==> src/rtl/fp32_pkg.sv <==
// FP32 field constants and the 2-bit result class encoding shared by the
// multiplier result stage, its classifier and its bus interface.
package fp32_pkg;

    typedef enum logic [1:0] {
        CLS_NORMAL = 2'b00,
        CLS_ZERO   = 2'b01,
        CLS_INF    = 2'b10,
        CLS_NAN    = 2'b11
    } fp_class_e;

    localparam logic [7:0]  EXP_ALL_ONES = 8'hFF;
    localparam logic [7:0]  EXP_ZERO     = 8'h00;
    localparam logic [31:0] QNAN         = 32'h7FC00000;

endpackage

==> src/rtl/fp32_mul_result_stage_if.sv <==
// Producer/consumer handshake bundle of the result stage: the multiplier push
// side and the consumer pop side. The stage uses the slave modport.
interface fp32_mul_result_stage_if;

    logic        in_valid;
    logic        in_ready;
    logic [31:0] in_result;
    logic        out_valid;
    logic        out_ready;
    logic [31:0] out_result;
    logic [1:0]  out_class;

    modport master (
        output in_valid, in_result, out_ready,
        input  in_ready, out_valid, out_result, out_class
    );

    modport slave (
        input  in_valid, in_result, out_ready,
        output in_ready, out_valid, out_result, out_class
    );

endinterface

==> src/rtl/fp32_classify.sv <==
// Combinational FP32 classifier: NaN, infinity, zero (denormals fold into
// zero) or normal.
module fp32_classify
    import fp32_pkg::*;
(
    input  logic [31:0] value_i,
    output fp_class_e   class_o
);

    logic [7:0]  exp_w;
    logic [22:0] mant_w;
    logic        unused_sign;

    assign exp_w       = value_i[30:23];
    assign mant_w      = value_i[22:0];
    assign unused_sign = value_i[31];

    always_comb begin
        class_o = CLS_NORMAL;
        if (exp_w == EXP_ALL_ONES) begin
            class_o = (mant_w != '0) ? CLS_NAN : CLS_INF;
        end else if (exp_w == EXP_ZERO) begin
            class_o = CLS_ZERO;
        end
    end

endmodule

==> src/rtl/fp32_mul_result_stage.sv <==
// Output buffer for fp32 multiplier results: DEPTH-entry FIFO tagging each
// entry with its class, plus sticky class flags. Define
// FP32_RESULT_EVENT_CNT_EN to add saturating per-class push counters.
module fp32_mul_result_stage
    import fp32_pkg::*;
#(
    parameter int DEPTH = 2
) (
    input  logic                    clk,
    input  logic                    rst_n,
    fp32_mul_result_stage_if.slave  bus,
    input  logic                    flag_clr,
    output logic [2:0]              sticky_flags
`ifdef FP32_RESULT_EVENT_CNT_EN
    ,
    output logic [15:0]             cnt_nan,
    output logic [15:0]             cnt_inf,
    output logic [15:0]             cnt_zero
`endif
);

    localparam int            PW   = $clog2(DEPTH);
    localparam int            CW   = PW + 1;
    localparam logic [CW-1:0] FULL = CW'(DEPTH);

    fp_class_e              in_class;
    logic                   not_full;
    logic                   not_empty;
    logic                   push;
    logic                   pop;
    logic [PW-1:0]          wr_ptr_q, wr_ptr_d;
    logic [PW-1:0]          rd_ptr_q, rd_ptr_d;
    logic [CW-1:0]          count_q, count_d;
    logic [DEPTH-1:0][31:0] data_q;
    logic [DEPTH-1:0][1:0]  class_q;
    logic [2:0]             flags_q, flags_d;
    logic [2:0]             push_bits;

    fp32_classify u_classify (
        .value_i (bus.in_result),
        .class_o (in_class)
    );

    // Ready depends only on occupancy, so a full buffer never passes through.
    assign not_full  = (count_q != FULL);
    assign not_empty = (count_q != '0);
    assign push      = bus.in_valid & not_full;
    assign pop       = not_empty & bus.out_ready;

    assign bus.in_ready   = not_full;
    assign bus.out_valid  = not_empty;
    assign bus.out_result = not_empty ? data_q[rd_ptr_q]  : 32'h0;
    assign bus.out_class  = not_empty ? class_q[rd_ptr_q] : 2'b00;
    assign sticky_flags   = flags_q;

    // Bit order {nan, inf, zero}; clear is applied first so a coinciding push wins.
    always_comb begin
        push_bits = {push && (in_class == CLS_NAN),
                     push && (in_class == CLS_INF),
                     push && (in_class == CLS_ZERO)};
        flags_d   = (flag_clr ? 3'b000 : flags_q) | push_bits;
        count_d   = count_q + CW'(push) - CW'(pop);
        wr_ptr_d  = wr_ptr_q + PW'(push);
        rd_ptr_d  = rd_ptr_q + PW'(pop);
    end

    always_ff @(posedge clk or negedge rst_n) begin
        if (!rst_n) begin
            count_q  <= '0;
            wr_ptr_q <= '0;
            rd_ptr_q <= '0;
            flags_q  <= '0;
            data_q   <= '0;
            class_q  <= '0;
        end else begin
            count_q  <= count_d;
            wr_ptr_q <= wr_ptr_d;
            rd_ptr_q <= rd_ptr_d;
            flags_q  <= flags_d;
            if (push) begin
                data_q[wr_ptr_q]  <= bus.in_result;
                class_q[wr_ptr_q] <= in_class;
            end
        end
    end

`ifdef FP32_RESULT_EVENT_CNT_EN
    logic [2:0][15:0] cnt_q, cnt_d;

    always_comb begin
        for (int i = 0; i < 3; i++) begin
            cnt_d[i] = flag_clr ? 16'h0 : cnt_q[i];
            if (push_bits[i] && (cnt_d[i] != 16'hFFFF)) begin
                cnt_d[i] = cnt_d[i] + 16'd1;
            end
        end
    end

    always_ff @(posedge clk or negedge rst_n) begin
        if (!rst_n) begin
            cnt_q <= '0;
        end else begin
            cnt_q <= cnt_d;
        end
    end

    assign cnt_nan  = cnt_q[2];
    assign cnt_inf  = cnt_q[1];
    assign cnt_zero = cnt_q[0];
`endif

endmodule

==> src/flat_wrapper.sv <==
// flat-port wrapper written by rule: the top's interface ports become plain ports
module fp32_mul_result_stage_flat import fp32_pkg::*;
#(
    parameter int DEPTH = 2
)
  (clk, rst_n, flag_clr, sticky_flags, bus_in_valid, bus_in_result, bus_out_ready, bus_in_ready, bus_out_valid, bus_out_result, bus_out_class);
  fp32_mul_result_stage_if bus_i ();
  input  logic clk;
  input  logic rst_n;
  input  logic flag_clr;
  output logic [2:0] sticky_flags;
  input wire logic [$bits(bus_i.in_valid)-1:0] bus_in_valid;
  input wire logic [$bits(bus_i.in_result)-1:0] bus_in_result;
  input wire logic [$bits(bus_i.out_ready)-1:0] bus_out_ready;
  output wire logic [$bits(bus_i.in_ready)-1:0] bus_in_ready;
  output wire logic [$bits(bus_i.out_valid)-1:0] bus_out_valid;
  output wire logic [$bits(bus_i.out_result)-1:0] bus_out_result;
  output wire logic [$bits(bus_i.out_class)-1:0] bus_out_class;
  assign bus_i.in_valid = bus_in_valid;
  assign bus_i.in_result = bus_in_result;
  assign bus_i.out_ready = bus_out_ready;
  assign bus_in_ready = bus_i.in_ready;
  assign bus_out_valid = bus_i.out_valid;
  assign bus_out_result = bus_i.out_result;
  assign bus_out_class = bus_i.out_class;
  fp32_mul_result_stage #(.DEPTH(DEPTH)) u_core (.clk(clk), .rst_n(rst_n), .bus(bus_i), .flag_clr(flag_clr), .sticky_flags(sticky_flags));
endmodule
==> config.mk <==
export PLATFORM = sky130hd
export DESIGN_NAME = fp32_mul_result_stage_flat
export DESIGN_NICKNAME = d
export VERILOG_FILES = /design/src/rtl/fp32_pkg.sv /design/src/rtl/fp32_mul_result_stage_if.sv /design/src/rtl/fp32_classify.sv /design/src/rtl/fp32_mul_result_stage.sv /design/src/flat_wrapper.sv
export SDC_FILE = /design/constraint.sdc
export NUM_CORES = 1
export LEC_CHECK = 0
export BUFFER_PORTS_ARGS = -buffer_cell sky130_fd_sc_hd__buf_4
export CAP_MARGIN = 20
export CORE_MARGIN = 8
export CORE_UTILIZATION = 58
export CTS_BUF_LIST = sky130_fd_sc_hd__clkbuf_8 sky130_fd_sc_hd__clkbuf_16
export CTS_CLUSTER_DIAMETER = 150
export DETAILED_ROUTE_END_ITERATION = 10
export PLACE_DENSITY_LB_ADDON = 0.25
export SYNTH_ARGS = -nofsm -noshare
export SYNTH_HDL_FRONTEND = slang
export SYNTH_HIERARCHICAL = 1
export SYNTH_SLANG_ARGS = --single-unit
==> constraint.sdc <==
create_clock -name clk -period 3.6 [get_ports clk]
set_clock_uncertainty 0.2 [all_clocks]
set_input_delay 0.54 -clock clk [delete_from_list [all_inputs] [get_ports clk]]
set_output_delay 0.54 -clock clk [all_outputs]
set_load 0.05 [all_outputs]
* After elaboration in Yosys (flattened, before gate mapping) *
Cells that the tools add are included.

word-level totals
  register bits = 75
  bits in latches = 0
  RAM bits = 0
  memory bits (read-only) = 0
  output and inout bits = 39
  memories = 0

operators by class
  $add $sub $neg = 4
  multipliers = 0
  divide/modulo/power cells = 0
  magnitude comparators = 3
  eq/ne operators = 5
  shifts and indexed selects = 0
  mux-type cells = 16
  bitwise gates (word level) = 3
  reductions and logical operators = 7

operators with widths
  kind                                                                  number
  32-bit 2-to-1 mux                                                     4
  64-bit bitwise mux                                                    1
  32-bit demux with 1-bit select                                        1
  23-bit nonzero test                                                   1
  2-bit 2-to-1 mux                                                      5
  8-bit == test, second input constant                                  1
  8-bit zero test                                                       1
  4-bit bitwise mux                                                     1
  2-bit == test, second input constant                                  2
  1-bit logical AND                                                     4
  1-bit by 2-bit < comparator with 1-bit output, second input constant  2
  3-bit 2-to-1 mux                                                      1
  3-bit bitwise OR                                                      1
  1-bit adder                                                           2
  2-bit by 1-bit adder with 2-bit output                                1
  1-bit bitwise AND                                                     2
  2-bit demux with 1-bit select                                         1
  2-bit by 1-bit == test with 1-bit output, second input constant       1
  1-bit 2-to-1 mux                                                      2
  2-bit inequality test, second input constant                          1
  2-bit nonzero test                                                    1
  2-bit by 1-bit subtractor with 2-bit output                           1
  1-bit >= comparator, second input constant                            1

* Longest topological paths before layout *
  word-level depth = 6
  mapped depth = 7

* Cells and area by module *
The synthesis kept the hierarchy.

modules (own cells, without submodules)
  module                 times used  cells each  area an instance (µm²)  sequential area each (µm²)
  fp32_mul_result_stage  1           251         3,479.6                 1,876.8
  fp32_classify          1           15          97.6                    0.0

* Worst setup path after synthesis *
No wires, ideal clock.

  path type = reg2out
  from = register u_core.rd_ptr_q
  to = output port bus_out_result[0]
  arrival time = 1.517 ns
  data required time = 2.860 ns
  slack = 1.343 ns
  cell stages (with the launch flop) = 5
  path through = dfrtp_1 > buf_2 > buf_2 > mux2i_1 > nor2_1

on the way
  word-level cells in the longest chain between the ends = 3

RTL lines
  what                                                   line                         text
  start, declared                                        fp32_mul_result_stage.sv:32  logic [PW-1:0] rd_ptr_q, rd_ptr_d;
  start signal, assigned                                 fp32_mul_result_stage.sv:78  rd_ptr_q <= rd_ptr_d;
  32-bit 2-to-1 mux (implied by the code) (2 in series)  fp32_mul_result_stage.sv:52  assign bus.out_result = not_empty ? data_q[rd_ptr_q] : 32'h0;
  32-bit 2-to-1 mux                                      fp32_mul_result_stage.sv:52
  end, declared                                          flat_wrapper.sv:17           output wire logic [$bits(bus_i.out_result)-1:0] bus_out_result;

Every way passes these cells. The select of a mux whose other input is x is not followed.

* Worst setup path after layout *
  from = register u_core.rd_ptr_q
  to = output port bus_out_result[9]

Same word-level chain as after synthesis.

==> results.sh <==
export IMPL_place_inst=406
export IMPL_dr_wl_met3_um=427
export IMPL_fin_crit_sh_pct=69.8
export IMPL_ioPinCount=76
export IMPL_cts_buffers=9
export IMPL_antenna_cells=0
export IMPL_yosys_area_share_adder_pct=0.700
export IMPL_htree_levels=3
export IMPL_rows=28
export IMPL_synth_top_family_by_area="multiplexers"
export IMPL_synth_xor_area_share_pct=0.979
export IMPL_postSynthAreaPerCell_um2=13.4
export IMPL_ant_nets=0
export IMPL_nets=381
export IMPL_drcViolationCount=0
export IMPL_synth_top_area_share_pct=52.5
export IMPL_wl_per_cell_um=17.8
export IMPL_met2_length_um=3540
export IMPL_route_vias_total=2298
export IMPL_critPathArrivalTime_ns=1.77
export IMPL_synth_top_area_cell="dfrtp_1"
export IMPL_viasPerCell=5.45
export IMPL_syn_inst=266
export IMPL_final_hold_viol_count=0
export IMPL_synth_cell_types=27
export IMPL_rsz0062_at_grt="false"
export IMPL_synth_simple_gate_area_share_pct=7.14
export IMPL_maxSlewViolCount=0
export IMPL_ys_flop_type="dfrtp_1"
export IMPL_ys_warnings_count=6
export IMPL_worstPathRequired_ns=2.86
export IMPL_stdcell_count=422
export IMPL_seqCellArea_um2=1880
export IMPL_async_flop_share_pct=100
export IMPL_antenna_found_initial=0
export IMPL_grt_pass1_vias=2458
export IMPL_layout_drive_gt1_share_pct=48.1
export IMPL_max_freq_mhz=398
export IMPL_cts_sinks=75
export IMPL_first_pass_iters=4
export IMPL_setup_tns_ns=0
export IMPL_period_needed_ns=2.51
export IMPL_status="completed"
export IMPL_synthTopCellsByArea="dfrtp_1 (52%), mux2_4 (13%), mux2_2 (12%)"
export IMPL_synth_nets=305
export IMPL_cts_buffer_depth=2
export IMPL_criticalPathCategory="reg2out"
export IMPL_cap_violations=0
export IMPL_clk_latency_ns=0.33
export IMPL_synth_most_common_cell="dfrtp_1"
export IMPL_hold_path_class="in2async"
export IMPL_cts_setup_buffers=0
export IMPL_cts_tree="done"
export IMPL_dieArea_um2=8940
export IMPL_max_slew_worst_pin_slew_ns=0.930
export IMPL_synth_edf_count=0
export IMPL_crit_fanout=13
export IMPL_synth_common_cells="dfrtp_1 (75), mux2_2 (38), nor2_1 (37)"
export IMPL_cts_reportedPaths_clkPinSlew_ns=0.07
export IMPL_routed_top_layer="met4"
export IMPL_die_y_um=94.5
export IMPL_overflow=0
export IMPL_setup_viol=0
export IMPL_die_w_um=94.5
export IMPL_grtUsageTotal_pct=17.4
export IMPL_ys_seq_area_share_pct=52.5
export IMPL_grt_start_max_net_pins=76
export IMPL_cts_resized=0
export IMPL_wl_met1_um=3460
export IMPL_port_buffers=75
export IMPL_synthMuxAreaShare_pct=34.1
export IMPL_grt_pass1_wl_um=12300
export IMPL_multi_input_area_um2=1580
export IMPL_core_area_um2=5960
export IMPL_initial_utilization_pct=60.1
export IMPL_synth_compound_area_share_pct=1.05
export IMPL_area_growth_pct=22.7
export IMPL_fillCellCount=427
export IMPL_relSlewSlack_pct=38.0
export IMPL_drt_iter0_markers=116
export IMPL_hpwl_um=5210
export IMPL_synth_area_um2=3580
export IMPL_gp_congestion=0.710
export IMPL_wirelength_um=7520
export IMPL_worstSetupStartpointType="register"
export IMPL_ctsRootBufferMaster="clkbuf_8"
export IMPL_ys_seq_elements=75
export IMPL_ctsHoldBuffers=0
export IMPL_endpoint_kind="primary output"
==> stage by stage <==
step	setup slack (ns)	hold slack, ns	cell area, um2	utilization (%)
finish	1.09	0.123	4390	73.7
global route	1.00	0.203	4390	73.7
CTS	1.09	0.180	4390	73.7
detailed placement	1.28	0.295	4180	70.3
global placement	1.29	0.289	4180	70.3
floorplan	1.34	0.0444	3580	-
==> cell type report <==
type	count	share of cell area [%]
Multi-Input combinational cell	167	35.9
Inverter	9	0.769
Tap cell	75	2.14
Clock inverter	4	0.940
Sequential cell	75	42.8
Clock buffer	12	3.76
Timing Repair Buffer	80	13.7
==> sequential cells by signal (all words and copies together) (netlist names) <==
signal	cells
u_core/sticky_flags	3
u_core/data_q	64
u_core/class_q	4
u_core/wr_ptr_q	1
u_core/count_q	2
u_core/rd_ptr_q	1
==> cells by family (layout without fill, tap and decap cells) <==
| family | count (synthesis) | in the layout |
|---|---|---|
| muxes | 102 | 102 |
| and+or+nand+nor | 54 | 54 |
| DFF | 75 | 75 |
| adders and majority gates | 2 | 2 |
| xor gates and xnor gates | 4 | 4 |
| buffers and inverters | 24 | 105 |
| AOI/OAI and AO/OA | 5 | 5 |
==> layer usage <==
layer	up-vias	GRT usage (%)
met5	-	0
met4	0	6.89
met3	10	4.29
met2	57	26.2
met1	1153	23.7
li1	1078	-
==> placed cells by master, fill, tap and decap left out, types with 2 or more instances in the layout <==
cell | synthesis | final
inv_1 | 9 | 12
nand4_1 | 3 | 3
clkbuf_8 | 0 | 12
o22ai_1 | 2 | 2
mux2_2 | 38 | 38
nor2_1 | 37 | 36
buf_4 | 0 | 80
dfrtp_1 | 75 | 74
nor4_1 | 5 | 5
xor2_1 | 3 | 3
mux2_4 | 30 | 30
mux2i_1 | 34 | 34
==> path summary, 6_finish.rpt <==
path,start,endpoint,slack (ns),cells past startpoint
setup reg to reg,u_core/count_q[1],u_core/class_q[3],1.36,4
hold reg to reg,u_core/data_q[18],u_core/data_q[18],0.31,1
min in group clk,flag_clr,u_core/sticky_flags[0],0.20,2
max in group asynchronous,rst_n,u_core/rd_ptr_q,2.39,1
hold / removal,rst_n,u_core/data_q[44],0.12,1
setup / recovery,u_core/rd_ptr_q,bus_out_result[9],1.09,4
==> worst max-delay path, cell delays in order (launching register included) <==
cell	delay [ns]
dfrtp_2	0.56
buf_4	0.33
mux2i_1	0.29
nor2_1	0.06
buf_4	0.19
Power is left out: the tool's default activity adds up to more than one toggle a clock period on the data nets, which glitch-free logic cannot reach.
